$ cat config.mk
export PLATFORM = sky130hd
export DESIGN_NAME = id_ex_operand_stage
export DESIGN_NICKNAME = d
export VERILOG_FILES = /design/src/rtl/id_ex_operand_stage.sv
export SDC_FILE = /design/constraint.sdc
export NUM_CORES = 1
export LEC_CHECK = 0
export ABC_AREA = 0
export CAP_MARGIN = 25
export CORE_MARGIN = 1
export CORE_UTILIZATION = 25
export CTS_CLUSTER_DIAMETER = 60
export CTS_CLUSTER_SIZE = 40
export DETAILED_ROUTE_END_ITERATION = 16
export GPL_TIMING_DRIVEN = 0
export PLACE_DENSITY = 0.64
export RECOVER_POWER = 50
export SLEW_MARGIN = 20
export SYNTH_ARGS = -nofsm -noshare
export SYNTH_HDL_FRONTEND = slang
export SYNTH_SLANG_ARGS = --single-unit
$ cat constraint.sdc
create_clock -name clk -period 4.85 [get_ports clk]
set_clock_uncertainty 0.2 [all_clocks]
set_input_delay 0.7275 -clock clk [delete_from_list [all_inputs] [get_ports clk]]
set_output_delay 0.7275 -clock clk [all_outputs]
set_load 0.01 [all_outputs]
$ cat src/rtl/id_ex_operand_stage.sv
// ID/EX pipeline register with EX/MEM and MEM/WB operand forwarding and
// single-bubble load-use interlock. Feeds the ALU operands directly.
module id_ex_operand_stage #(
    parameter int XLEN = 32,
    parameter int RA_W = 5
) (
    input  logic            clk,
    input  logic            rst,
    input  logic            id_valid,
    input  logic [XLEN-1:0] id_pc,
    input  logic [RA_W-1:0] id_rs1_addr,
    input  logic [RA_W-1:0] id_rs2_addr,
    input  logic [XLEN-1:0] id_rs1_data,
    input  logic [XLEN-1:0] id_rs2_data,
    input  logic [XLEN-1:0] id_imm,
    input  logic [3:0]      id_alu_op,
    input  logic            id_src1_pc,
    input  logic            id_src2_imm,
    input  logic [RA_W-1:0] id_rd_addr,
    input  logic            id_reg_write,
    input  logic            id_mem_read,
    input  logic            id_mem_write,
    input  logic [RA_W-1:0] exm_rd_addr,
    input  logic            exm_reg_write,
    input  logic            exm_mem_read,
    input  logic [XLEN-1:0] exm_result,
    input  logic [RA_W-1:0] mwb_rd_addr,
    input  logic            mwb_reg_write,
    input  logic [XLEN-1:0] mwb_result,
    input  logic            hold,
    input  logic            flush,
    output logic            id_stall,
    output logic [XLEN-1:0] alu_in1,
    output logic [XLEN-1:0] alu_in2,
    output logic [3:0]      alu_op,
    output logic            ex_valid,
    output logic            ex_reg_write,
    output logic            ex_mem_read,
    output logic            ex_mem_write,
    output logic [RA_W-1:0] ex_rd_addr,
    output logic [XLEN-1:0] ex_store_data,
    output logic [XLEN-1:0] ex_pc
);

    localparam logic [3:0] ALU_ADD = 4'd0;

    logic            valid_q, valid_d;
    logic [XLEN-1:0] pc_q, pc_d;
    logic [RA_W-1:0] rs1_addr_q, rs1_addr_d;
    logic [RA_W-1:0] rs2_addr_q, rs2_addr_d;
    logic [XLEN-1:0] rs1_data_q, rs1_data_d;
    logic [XLEN-1:0] rs2_data_q, rs2_data_d;
    logic [XLEN-1:0] imm_q, imm_d;
    logic [3:0]      alu_op_q, alu_op_d;
    logic            src1_pc_q, src1_pc_d;
    logic            src2_imm_q, src2_imm_d;
    logic [RA_W-1:0] rd_addr_q, rd_addr_d;
    logic            reg_write_q, reg_write_d;
    logic            mem_read_q, mem_read_d;
    logic            mem_write_q, mem_write_d;

    logic [XLEN-1:0] fwd_rs1;
    logic [XLEN-1:0] fwd_rs2;
    logic            exm_hit1, exm_hit2, mwb_hit1, mwb_hit2;

    // A load in EX/MEM has no data yet; the interlock covers that case.
    assign exm_hit1 = exm_reg_write && !exm_mem_read && (exm_rd_addr != '0) && (exm_rd_addr == rs1_addr_q);
    assign exm_hit2 = exm_reg_write && !exm_mem_read && (exm_rd_addr != '0) && (exm_rd_addr == rs2_addr_q);
    assign mwb_hit1 = mwb_reg_write && (mwb_rd_addr != '0) && (mwb_rd_addr == rs1_addr_q);
    assign mwb_hit2 = mwb_reg_write && (mwb_rd_addr != '0) && (mwb_rd_addr == rs2_addr_q);

    assign fwd_rs1 = exm_hit1 ? exm_result : (mwb_hit1 ? mwb_result : rs1_data_q);
    assign fwd_rs2 = exm_hit2 ? exm_result : (mwb_hit2 ? mwb_result : rs2_data_q);

    assign id_stall = id_valid && valid_q && mem_read_q && (rd_addr_q != '0) &&
                      ((rd_addr_q == id_rs1_addr) || (rd_addr_q == id_rs2_addr));

    always_comb begin
        valid_d     = valid_q;
        pc_d        = pc_q;
        rs1_addr_d  = rs1_addr_q;
        rs2_addr_d  = rs2_addr_q;
        rs1_data_d  = rs1_data_q;
        rs2_data_d  = rs2_data_q;
        imm_d       = imm_q;
        alu_op_d    = alu_op_q;
        src1_pc_d   = src1_pc_q;
        src2_imm_d  = src2_imm_q;
        rd_addr_d   = rd_addr_q;
        reg_write_d = reg_write_q;
        mem_read_d  = mem_read_q;
        mem_write_d = mem_write_q;
        if (flush || (!hold && id_stall)) begin
            valid_d     = 1'b0;
            reg_write_d = 1'b0;
            mem_read_d  = 1'b0;
            mem_write_d = 1'b0;
        end else if (hold) begin
            // Keep operands alive while their producers retire past MEM/WB.
            rs1_data_d = fwd_rs1;
            rs2_data_d = fwd_rs2;
        end else begin
            valid_d     = id_valid;
            pc_d        = id_pc;
            rs1_addr_d  = id_rs1_addr;
            rs2_addr_d  = id_rs2_addr;
            rs1_data_d  = id_rs1_data;
            rs2_data_d  = id_rs2_data;
            imm_d       = id_imm;
            alu_op_d    = id_alu_op;
            src1_pc_d   = id_src1_pc;
            src2_imm_d  = id_src2_imm;
            rd_addr_d   = id_rd_addr;
            reg_write_d = id_valid && id_reg_write;
            mem_read_d  = id_valid && id_mem_read;
            mem_write_d = id_valid && id_mem_write;
        end
    end

    always_ff @(posedge clk or posedge rst) begin
        if (rst) begin
            valid_q     <= 1'b0;
            pc_q        <= '0;
            rs1_addr_q  <= '0;
            rs2_addr_q  <= '0;
            rs1_data_q  <= '0;
            rs2_data_q  <= '0;
            imm_q       <= '0;
            alu_op_q    <= ALU_ADD;
            src1_pc_q   <= 1'b0;
            src2_imm_q  <= 1'b0;
            rd_addr_q   <= '0;
            reg_write_q <= 1'b0;
            mem_read_q  <= 1'b0;
            mem_write_q <= 1'b0;
        end else begin
            valid_q     <= valid_d;
            pc_q        <= pc_d;
            rs1_addr_q  <= rs1_addr_d;
            rs2_addr_q  <= rs2_addr_d;
            rs1_data_q  <= rs1_data_d;
            rs2_data_q  <= rs2_data_d;
            imm_q       <= imm_d;
            alu_op_q    <= alu_op_d;
            src1_pc_q   <= src1_pc_d;
            src2_imm_q  <= src2_imm_d;
            rd_addr_q   <= rd_addr_d;
            reg_write_q <= reg_write_d;
            mem_read_q  <= mem_read_d;
            mem_write_q <= mem_write_d;
        end
    end

    assign alu_in1       = src1_pc_q ? pc_q : fwd_rs1;
    assign alu_in2       = src2_imm_q ? imm_q : fwd_rs2;
    assign alu_op        = alu_op_q;
    assign ex_store_data = fwd_rs2;
    assign ex_valid      = valid_q;
    assign ex_reg_write  = reg_write_q;
    assign ex_mem_read   = mem_read_q;
    assign ex_mem_write  = mem_write_q;
    assign ex_rd_addr    = rd_addr_q;
    assign ex_pc         = pc_q;

endmodule
==> summary.md <==
| Metric | Value |
|---|---|
| Status | finished, violations left |
| Failing checks | max-capacitance violations, max-slew violations |
| Final ANT Viol Nets | 0 |
| DIE AREA | 0.0361 mm^2 |
| Crit path launch type | primary input |
| Final worst slack | 103 ps |
| Data required time of the worst path | 3920 ps |
| CORE AREA | 0.0346 mm^2 |
| First-pass GRT wire length | 60900 um |
| Initial core utilization | 0.255 |
| Critical Path Start | mwb_rd_addr[3] |
| Max Root-Sink Buffers | 2 |
| Final Hold Vio Count | 0 |
| Share of flip-flops with an asynchronous set or reset | 1.00 |
| Post-Syn Area | 0.00884 mm^2 |
| EDFF count, synth | 0 |
| 1st-iter DRT viols | 562 |
| Seq cells post-synth | 153 |
| P per Cell Area | 333 mW/mm^2 |
| Pin count of the biggest net entering global routing | 31 |
| Detail Placement HPWL | 34300 um |
| Final slew viol count | 88 |
| Drt pass-1 iters | 5 |
| Yosys cell types | 45 |
| Synth top cells by count | dfrtp_1 (153), nand2_1 (120), mux2_2 (84) |
| Clk slew on worst S/H paths | 60 ps |
| Final period utilization | 0.979 |
| Final cell count without fillers | 1805 |
| Dominant synthesized flop cell | dfrtp_1 |
| # setup viols final | 0 |
| Number of I/O pins | 376 |
| Area delta synth->final | 56.8% |
| Std cell rows | 68 |
| Synthesized netlist cell count | 934 |
| Sequential standard cell area | 0.00383 mm^2 |
| Fillers | 3461 |
| Avg Inst Size Synth | 9.46 um^2 |
| PortBufs | 373 |
| Setup WS pre-CTS | -311 ps |
| Sink Count | 153 |
| Type of the worst setup path | in -> out |
| Seq/Total Area, Yosys | 0.433 |
| Ys Warns | 0 |
| Critical R2R Launch | ex_rd_addr[1] |
| WP data arrival | 3820 ps |
| Multi-input logic area | 0.00452 mm^2 |
| Area leader, netlist | dfrtp_1 |
| Total number of vias | 9141 |
| Top-area cell type share of the netlist area | 0.433 |
| Avg WL per Cell | 23.5 um |
| Hold Path Class | reg -> reg |
| Layout cells sized above 1 | 0.132 |
| Die height | 190 um |
| Initial antenna violation count | 13 |
| Die Wd | 190 um |
| Num CTS Buffers | 17 |
| Tightest Pin Transition | 1780 ps |
| Routed WL | 42400 um |
| Final routed DRC violation total | 0 |
| Gr ovfl total | 0 |
| NumNets Final | 1564 |
| Drt via density | 5.06 |
| Achievable Freq | 211 MHz |
| Vias in the first global route | 9365 |
| H-tree levels | 4 |
| Worst VDD drop | 0.000237 V |
| Crit-path max FO | 10 |
| HP Start | imm_q[21] |
| GP Congestion | 0.845 |
| Skew-Pair Late Insertion Delay | 440 ps |
| Post-Syn Nets | 1168 |
| Root buffer cell | clkbuf_16 |
| CTS tree | built |
| Minimum clock period after layout | 4750 ps |
| Placed Cells | 1767 |
| Placed Area | 0.0133 mm^2 |
| Top cells by area, synth | dfrtp_1 (43%), mux2_2 (11%), nand2_1 (5.1%), o2bb2ai_1 (3.6%), nor2_1 (3.4%) |
| GRT Resource Usage Total | 0.234 |
| Final Cell Area | 0.0139 mm^2 |
| Post-Route Setup TNS | 0 ps |
| Top-count cell post-synth | dfrtp_1 |
| Leakage | 5.49 nW |
| Headroom to the max-slew limit | -0.189 |
| Max-cap viol count | 3 |
| CP endpoint kind | primary output |
-- cell type report --
type                       count  share of cell area
clock buffer                  19              0.0327
timing repair buffer         379               0.272
tap                          455              0.0411
multi-input combinational    668               0.327
inverter                      34             0.00930
antenna                        8             0.00144
sequential                   153               0.276
clock inverter                12              0.0108
buffer                        77              0.0301
-- metal layers --
layer,up-vias,track usage,share of wire
met1,4489,0.284,0.40
met5,-,0,0.0015
met4,8,0.0788,0.025
met3,58,0.0653,0.080
met2,411,0.395,0.49
li1,4175,-,-
-- per-stage QoR --
stage	utilization	power [mW]	hold slack (ps)
6_report	0.400	4.61	282
3_3_place_gp	0.380	3.20	261
2_1_floorplan	-	2.30	252
3_5_place_dp	0.383	3.23	271
4_1_cts	0.401	4.68	287
5_1_grt	0.400	4.83	308
-- path summary, 6_finish.rpt --
kind | to | slack (ps) | cells past startpoint
setup / recovery | alu_in2[15] | 100 | 10
hold / removal | imm_q[21] | 280 | 1
setup reg to reg | imm_q[25] | 760 | 7
hold reg to reg | imm_q[21] | 280 | 1
max in group asynchronous | imm_q[9] | 860 | 4
min in group asynchronous | ex_rd_addr[2] | 770 | 2
-- critical path: stages --
cell	delay, ps
clkdlybuf4s50_1	530
or4_1	560
o21a_1	210
buf_6	160
nand3_2	160
buf_2	290
nand2_1	110
a31oi_1	330
mux2_2	220
clkdlybuf4s50_1	520
-- flip-flops by register name (all words and copies together), names as in the netlist --
name	flops
src1_pc_q	1
rs2_addr_q	5
ex_mem_read	1
rs1_data_q	32
ex_rd_addr	5
rs2_data_q	32
ex_valid	1
rs1_addr_q	5
ex_mem_write	1
ex_pc	32
imm_q	32
alu_op	4
src2_imm_q	1
ex_reg_write	1
-- kinds of logic (layout without fill, tap and decap cells) --
group	count (synthesis)	count (layout)	synth area share
XOR/XNOR	30	30	0.0297
flip-flops	153	153	0.433
buffers and inverters	113	521	0.0606
AND/OR/NAND/NOR	271	271	0.136
multiplexers	108	108	0.137
other	0	8	0
AO/OA/AOI/OAI	259	259	0.203
-- power by group --
part	internal, mW	switching, mW	total [mW]
Sequential	1.46	0.121	1.58
Clock	0.833	0.595	1.43
Combinational	0.859	0.743	1.60
Total	3.15	1.46	4.61
-- what timing repair did --
action,4_1_cts,5_1_grt
setup buffers,0,1
hold buffers,0,0
endpoints found under the setup margin,50,52
pin swaps,0,1
gates resized for setup,10,16
-- cell usage in the layout (no fill, tap or decap), drive strengths merged, types with 10 or more instances in the layout --
cell             n
clkdlybuf4s50  326
dfrtp          153
nand2          120
mux2           102
nor2            81
clkbuf          71
a21oi           57
o21ai           56
dlygate4sd3     46
a211oi          37
nor4            36
o2bb2ai         36
inv             32
buf             31
xnor2           20
a31oi           18
a221o           14
nor2b           10
xor2            10
(Power assumes the default switching activity.)
